<file path="src/rtl/pipe_ctrl_pkg.sv">
// Shared types and constants for the pipeline stall/flush sequencer.
// Stage masks are derived from the bubble position: everything upstream holds.
package pipe_ctrl_pkg;

  localparam logic RstEnable = 1'b1;
  localparam int unsigned StageW = 5;
  localparam int unsigned InstAddrW = 32;

  localparam int unsigned StgPc    = 0;
  localparam int unsigned StgIfId  = 1;
  localparam int unsigned StgIdEx  = 2;
  localparam int unsigned StgExMem = 3;
  localparam int unsigned StgMemWb = 4;

  typedef logic [StageW-1:0]    stage_t;
  typedef logic [InstAddrW-1:0] inst_addr_t;

  typedef enum logic [0:0] {
    PcIdle,
    PcMcBusy
  } pc_state_e;

  function automatic stage_t stage_bit(int unsigned stg);
    stage_t m;
    m = '0;
    m[stg] = 1'b1;
    return m;
  endfunction

  // All stage registers strictly upstream of stg.
  function automatic stage_t stages_below(int unsigned stg);
    stage_t m;
    m = '0;
    for (int unsigned i = 0; i < StageW; i++) begin
      if (i < stg) m[i] = 1'b1;
    end
    return m;
  endfunction

  localparam stage_t StallMemWait = stages_below(StgMemWb);
  localparam stage_t FlushMemWait = stage_bit(StgMemWb);
  localparam stage_t StallMcBusy  = stages_below(StgExMem);
  localparam stage_t FlushMcBusy  = stage_bit(StgExMem);
  localparam stage_t StallLoadUse = stages_below(StgIdEx);
  localparam stage_t FlushLoadUse = stage_bit(StgIdEx);
  localparam stage_t FlushJump    = stage_bit(StgIfId) | stage_bit(StgIdEx);

endpackage

</file>
<file path="src/rtl/pipe_mc_timer.sv">
// Loadable down-counter with freeze and zero flag for multi-cycle op latency.
module pipe_mc_timer #(
  parameter int unsigned Width = 2
) (
  input  logic             clk,
  input  logic             rst,
  input  logic             load,
  input  logic [Width-1:0] load_val,
  input  logic             dec,
  input  logic             freeze,
  output logic [Width-1:0] cnt,
  output logic             zero
);

  logic [Width-1:0] cnt_q, cnt_d;

  always_comb begin
    cnt_d = cnt_q;
    if (freeze) begin
      cnt_d = cnt_q;
    end else if (load) begin
      cnt_d = load_val;
    end else if (dec && (cnt_q != '0)) begin
      cnt_d = cnt_q - 1'b1;
    end
  end

  always_ff @(posedge clk) begin
    if (rst) begin
      cnt_q <= '0;
    end else begin
      cnt_q <= cnt_d;
    end
  end

  assign cnt  = cnt_q;
  assign zero = (cnt_q == '0);

endmodule

</file>
<file path="src/rtl/pipe_ctrl.sv">
// Central stall/flush sequencer: arbitrates mem wait, multi-cycle ops, jumps and
// load-use hazards into per-stage hold/bubble vectors plus the PC redirect.
module pipe_ctrl
  import pipe_ctrl_pkg::*;
#(
  parameter int unsigned MC_LAT      = 4,
  parameter int unsigned MEM_TIMEOUT = 64
) (
  input  logic                 clk,
  input  logic                 rst,
  input  logic                 id_load_use,
  input  logic                 ex_jump,
  input  logic [InstAddrW-1:0] ex_jump_addr,
  input  logic                 ex_mc_start,
  input  logic                 mem_req,
  input  logic                 mem_ack,
  output logic [StageW-1:0]    stall,
  output logic [StageW-1:0]    flush,
  output logic                 redirect,
  output logic [InstAddrW-1:0] redirect_addr,
  output logic                 mc_done,
  output logic                 mem_err
);

  localparam int unsigned McW    = (MC_LAT > 2) ? $clog2(MC_LAT - 1) : 1;
  localparam int unsigned McLoad = (MC_LAT >= 2) ? (MC_LAT - 2) : 0;
  localparam bit          McMulti = (MC_LAT >= 2);

  localparam int unsigned WaitW = (MEM_TIMEOUT > 1) ? $clog2(MEM_TIMEOUT + 1) : 1;
  localparam bit          WdEn  = (MEM_TIMEOUT != 0);
  localparam logic [WaitW-1:0] WaitLast = WaitW'(WdEn ? (MEM_TIMEOUT - 1) : 0);
  localparam logic [WaitW-1:0] WaitMax  = WaitW'(MEM_TIMEOUT);

  pc_state_e state_q, state_d;

  logic           mem_wait;
  logic           tmr_load, tmr_dec, tmr_freeze, tmr_zero;
  logic [McW-1:0] tmr_cnt;

  logic [WaitW-1:0] wait_q;
  logic             fired_q;

  assign mem_wait = mem_req & ~mem_ack;

  pipe_mc_timer #(
    .Width(McW)
  ) u_mc_timer (
    .clk     (clk),
    .rst     (rst),
    .load    (tmr_load),
    .load_val(McW'(McLoad)),
    .dec     (tmr_dec),
    .freeze  (tmr_freeze),
    .cnt     (tmr_cnt),
    .zero    (tmr_zero)
  );

  always_comb begin
    state_d       = state_q;
    stall         = '0;
    flush         = '0;
    redirect      = 1'b0;
    redirect_addr = '0;
    mc_done       = 1'b0;
    tmr_load      = 1'b0;
    tmr_dec       = 1'b0;
    tmr_freeze    = 1'b0;
    if (rst == RstEnable) begin
      state_d = PcIdle;
    end else if (mem_wait) begin
      // EX is held, so every lower-priority request is re-presented after the wait.
      stall      = StallMemWait;
      flush      = FlushMemWait;
      tmr_freeze = 1'b1;
    end else if (state_q == PcMcBusy) begin
      if (!tmr_zero) begin
        stall   = StallMcBusy;
        flush   = FlushMcBusy;
        tmr_dec = 1'b1;
      end else begin
        mc_done = 1'b1;
        state_d = PcIdle;
      end
    end else if (ex_mc_start && McMulti) begin
      stall    = StallMcBusy;
      flush    = FlushMcBusy;
      tmr_load = 1'b1;
      state_d  = PcMcBusy;
    end else begin
      if (ex_mc_start) mc_done = 1'b1;
      if (ex_jump) begin
        redirect      = 1'b1;
        redirect_addr = ex_jump_addr;
        flush         = FlushJump;
      end else if (id_load_use) begin
        stall = StallLoadUse;
        flush = FlushLoadUse;
      end
    end
  end

  always_ff @(posedge clk) begin
    if (rst == RstEnable) begin
      state_q <= PcIdle;
    end else begin
      state_q <= state_d;
    end
  end

  assign mem_err = WdEn && (rst != RstEnable) && mem_wait && (wait_q == WaitLast) && !fired_q;

  always_ff @(posedge clk) begin
    if (rst == RstEnable) begin
      wait_q  <= '0;
      fired_q <= 1'b0;
    end else if (!mem_wait) begin
      wait_q  <= '0;
      fired_q <= 1'b0;
    end else begin
      if (wait_q != WaitMax) wait_q <= wait_q + 1'b1;
      if (mem_err) fired_q <= 1'b1;
    end
  end

endmodule
</file>
<file path="config.mk">
export PLATFORM = sky130hd
export DESIGN_NAME = pipe_ctrl
export DESIGN_NICKNAME = d
export VERILOG_FILES = /design/src/rtl/pipe_ctrl_pkg.sv /design/src/rtl/pipe_mc_timer.sv /design/src/rtl/pipe_ctrl.sv
export SDC_FILE = /design/constraint.sdc
export NUM_CORES = 1
export LEC_CHECK = 0
export ABC_AREA = 1
export CAP_MARGIN = 25
export CORE_MARGIN = 2
export CORE_UTILIZATION = 34
export DETAILED_ROUTE_END_ITERATION = 12
export PLACE_DENSITY = 0.95
export SLEW_MARGIN = 20
export SYNTH_ARGS = -nofsm -noshare
export SYNTH_HDL_FRONTEND = slang
export SYNTH_SLANG_ARGS = --single-unit
</file>
<file path="constraint.sdc">
create_clock -name clk -period 3.29 [get_ports clk]
set_clock_uncertainty 0.05 [all_clocks]
set_input_delay 0.4935 -clock clk [delete_from_list [all_inputs] [get_ports clk]]
set_output_delay 0.4935 -clock clk [all_outputs]
set_load 0.02 [all_outputs]
</file>
==> results.md <==
- CTS Root Cell: clkbuf_4
- First-pass GRT wire length: between 4000 and 5000 um
- Placed cell areas: about 0.0017 mm2
- Final min period: roughly 3.0 ns
- WS Path Type: input pin to output pin
- Total track usage: between 10% and 20%
- Setup tns final: 0 ns
- Pin slew with the least headroom to its limit: 0.525 ns
- Slew Limit Fails: 0
- # clock sinks: 11
- Yosys cell types: 22
- Combinational fraction of design power: around 39%
- Multi-input gate area: approximately 470 um2
- Row count: 19
- Final worst path period share: around 90%
- Wire per inst: between 9 and 10 um
- RSZ-0062 raised after global routing: no
- Register area share after synthesis: a little under a quarter
- Switching share of power: between 30% and 40%
- DR iter-0 viols: 38
- Synth warn: 0
- Critical path's largest stage delay: approximately 0.64 ns
- Net Switching: around 0.12 mW
- CP Cell Sequence: clkdlybuf4s50_1 > inv_1 > nand2_2 > nand2_2 > nor3_4 > inv_2 > nor2_1 > clkdlybuf4s50_1
- HPWL Detailed: between 2000 and 2500 um
- Area Overhead vs Synth: 85.4%
- Post-route cell area: 0.00176 mm2
- Share of cells above drive strength 1: 7.88%
- Initial core utilization: 35.0%
- Die ar.: ~0.0032 mm2
- CP endpoint kind: output pin
- Req. time, crit path: about 2.8 ns
- LEAKAGE: 0.820 nW
- Cell count after synthesis: 163
- Commonest cells after routing, fill and taps aside: clkdlybuf4s50_1 (81), nor2_1 (45), inv_1 (44), nand2_1 (14), dfxtp_1 (11)
- Antenna violations before repair: 0
- Critical Path AT: approximately 2.4 ns
- Final ANT Viol Nets: 0
- Post-route insts no fill: 272
- Die width: about 57 um
- Pre-Repair DR Iteration Count: 4
- Die Y: 56.8 um
- Max VDD drop: between 0.15 and 0.2 mV
- Num CTS Buffers: 3
- Buffers added on ports: around 80
- Final wirelength: ~2700 um
- Register area: about 220 um2
- Vias post-DR: around 1,100
- Clk pin slew, worst setup/hold paths: ~0.07 ns
- Largest net degree at the start of global routing: 33
- Nets: 284
- Synthesized area: approximately 950 um2
- Core box area: 0.00271 mm2
- Status: finished clean
- Final hold vios: 0
- Drt via density: 4.20
- Post-CTS Setup Bufs: 0
- Hold buffers post-CTS: 0
- Worst-Skew Late Latency: ~0.28 ns
- I/O pins: 84
- H-tree depth: 1
- Hold_ws: a little over 0.4 ns
- GP Congestion: ~0.79
- Max-cap violations: 0
- Clock power share: approximately a quarter
- Critical Path Source Type: input pin
- Fillers: ~240
- Int Power: approximately 0.26 mW
- CTS Buffer Depth: 2
- Worst rel slew slack: 65.0%
- DRC viols: 0
- Number of global-route vias before repair: approximately 1,000
- Reg2reg setup slack: about 2.1 ns
- CTS tree: done
- Tot Pwr: 0.381 mW
- Most common cell after layout, fill and taps aside: clkdlybuf4s50_1
- Yosys reg bits: 11
- DP Cell Count: 268
- CP max stage cell: clkdlybuf4s50_1
- F_max: roughly 340 MHz
- Pwr dens: between 200 and 250 mW/mm2
- Final setup viols: 0
- HP Class: flop to flop
- Syn_area_per_cell: 5.82 um2
- Seq pwr share: a little over a third
- Ant diodes: 0
- Grt ovf: 0
- CTS resizes: 0
- CP Max Fanout: 32
## worst max-delay path, delay by kind of cell
kind | cells | cell delay [ns]
simple gates | 4 | 0.55
buf+inv | 4 | 1.38
## registers in the layout, indices dropped and copies added, names as in the netlist
name            flops
u_mc_timer.cnt      2
state_q             1
fired_q             1
wait_q              7
## layer usage
layer  GRT usage (%)  wire length, um
met5               0                0
met4            6.98               60
met3            5.07              261
met2            33.4             1340
met1            18.3             1010
## per-stage QoR
stage	utilization, %	worst slack (ns)
2_1_floorplan	-	1.21
3_3_place_gp	63.9	0.354
3_5_place_dp	63.9	0.300
4_1_cts	64.9	0.300
5_1_grt	64.9	0.102
6_report	64.9	0.322
## synthesized netlist by cell type
cell	instances	share of area [%]
a21oi_1	4	2.1
xnor2_1	1	0.92
o21ai_0	2	1.1
conb_1	1	0.40
inv_2	4	1.6
xor2_1	2	1.8
a31oi_1	1	0.66
nand2_2	3	2.0
o21bai_1	2	1.6
nor2_1	45	18
dfxtp_1	11	23
buf_4	6	4.7
nor3_4	1	1.7
o22ai_1	1	0.66
nand3b_1	2	1.6
nor2_2	6	4.0
inv_1	44	17
nand3_1	5	2.6
nand2_1	14	5.5
buf_6	3	3.6
nor3_1	2	1.1
ha_1	3	4.0
## power groups by stage
stage / sequential, mW / combinational, mW / clock, mW
floorplan: 0.141 / 0.0729 / 0
global placement: 0.142 / 0.147 / 0
detailed placement: 0.142 / 0.149 / 0
CTS: 0.139 / 0.150 / 0.0950
global route: 0.139 / 0.163 / 0.0974
finish: 0.139 / 0.149 / 0.0929
## logic make-up after synthesis
kind of cell    after synthesis  share of synthesized area (%)
buf+inv                      57                           27.3
xor+xnor                      3                           2.77
flops                        11                           23.2
other cells                   1                          0.395
compound gates               10                           6.07
fa+ha+maj                     3                           3.96
simple gates                 78                           36.3
## path summary, 6_finish.rpt
kind,endpoint,depth (start not counted),start
worst max-delay path,redirect_addr[31],8,mem_ack
worst min-delay path,fired_q$_SDFFE_PP0P_,2,fired_q$_SDFFE_PP0P_
worst max register to register,wait_q[6]$_SDFFE_PP0P_,5,wait_q[0]$_SDFFE_PP0P_
worst min register to register,fired_q$_SDFFE_PP0P_,2,fired_q$_SDFFE_PP0P_
## cell type report
type                    instances  share of cell area, %
multi-input cells              96                   26.9
clock inverters                 1                  0.285
clock buffers                   3                   1.28
inverters                      48                   10.2
repair buffers                 82                   46.5
well taps                      31                   2.21
flip-flops and latches         11                   12.5
No activity file was read; power rests on OpenSTA's default activity.
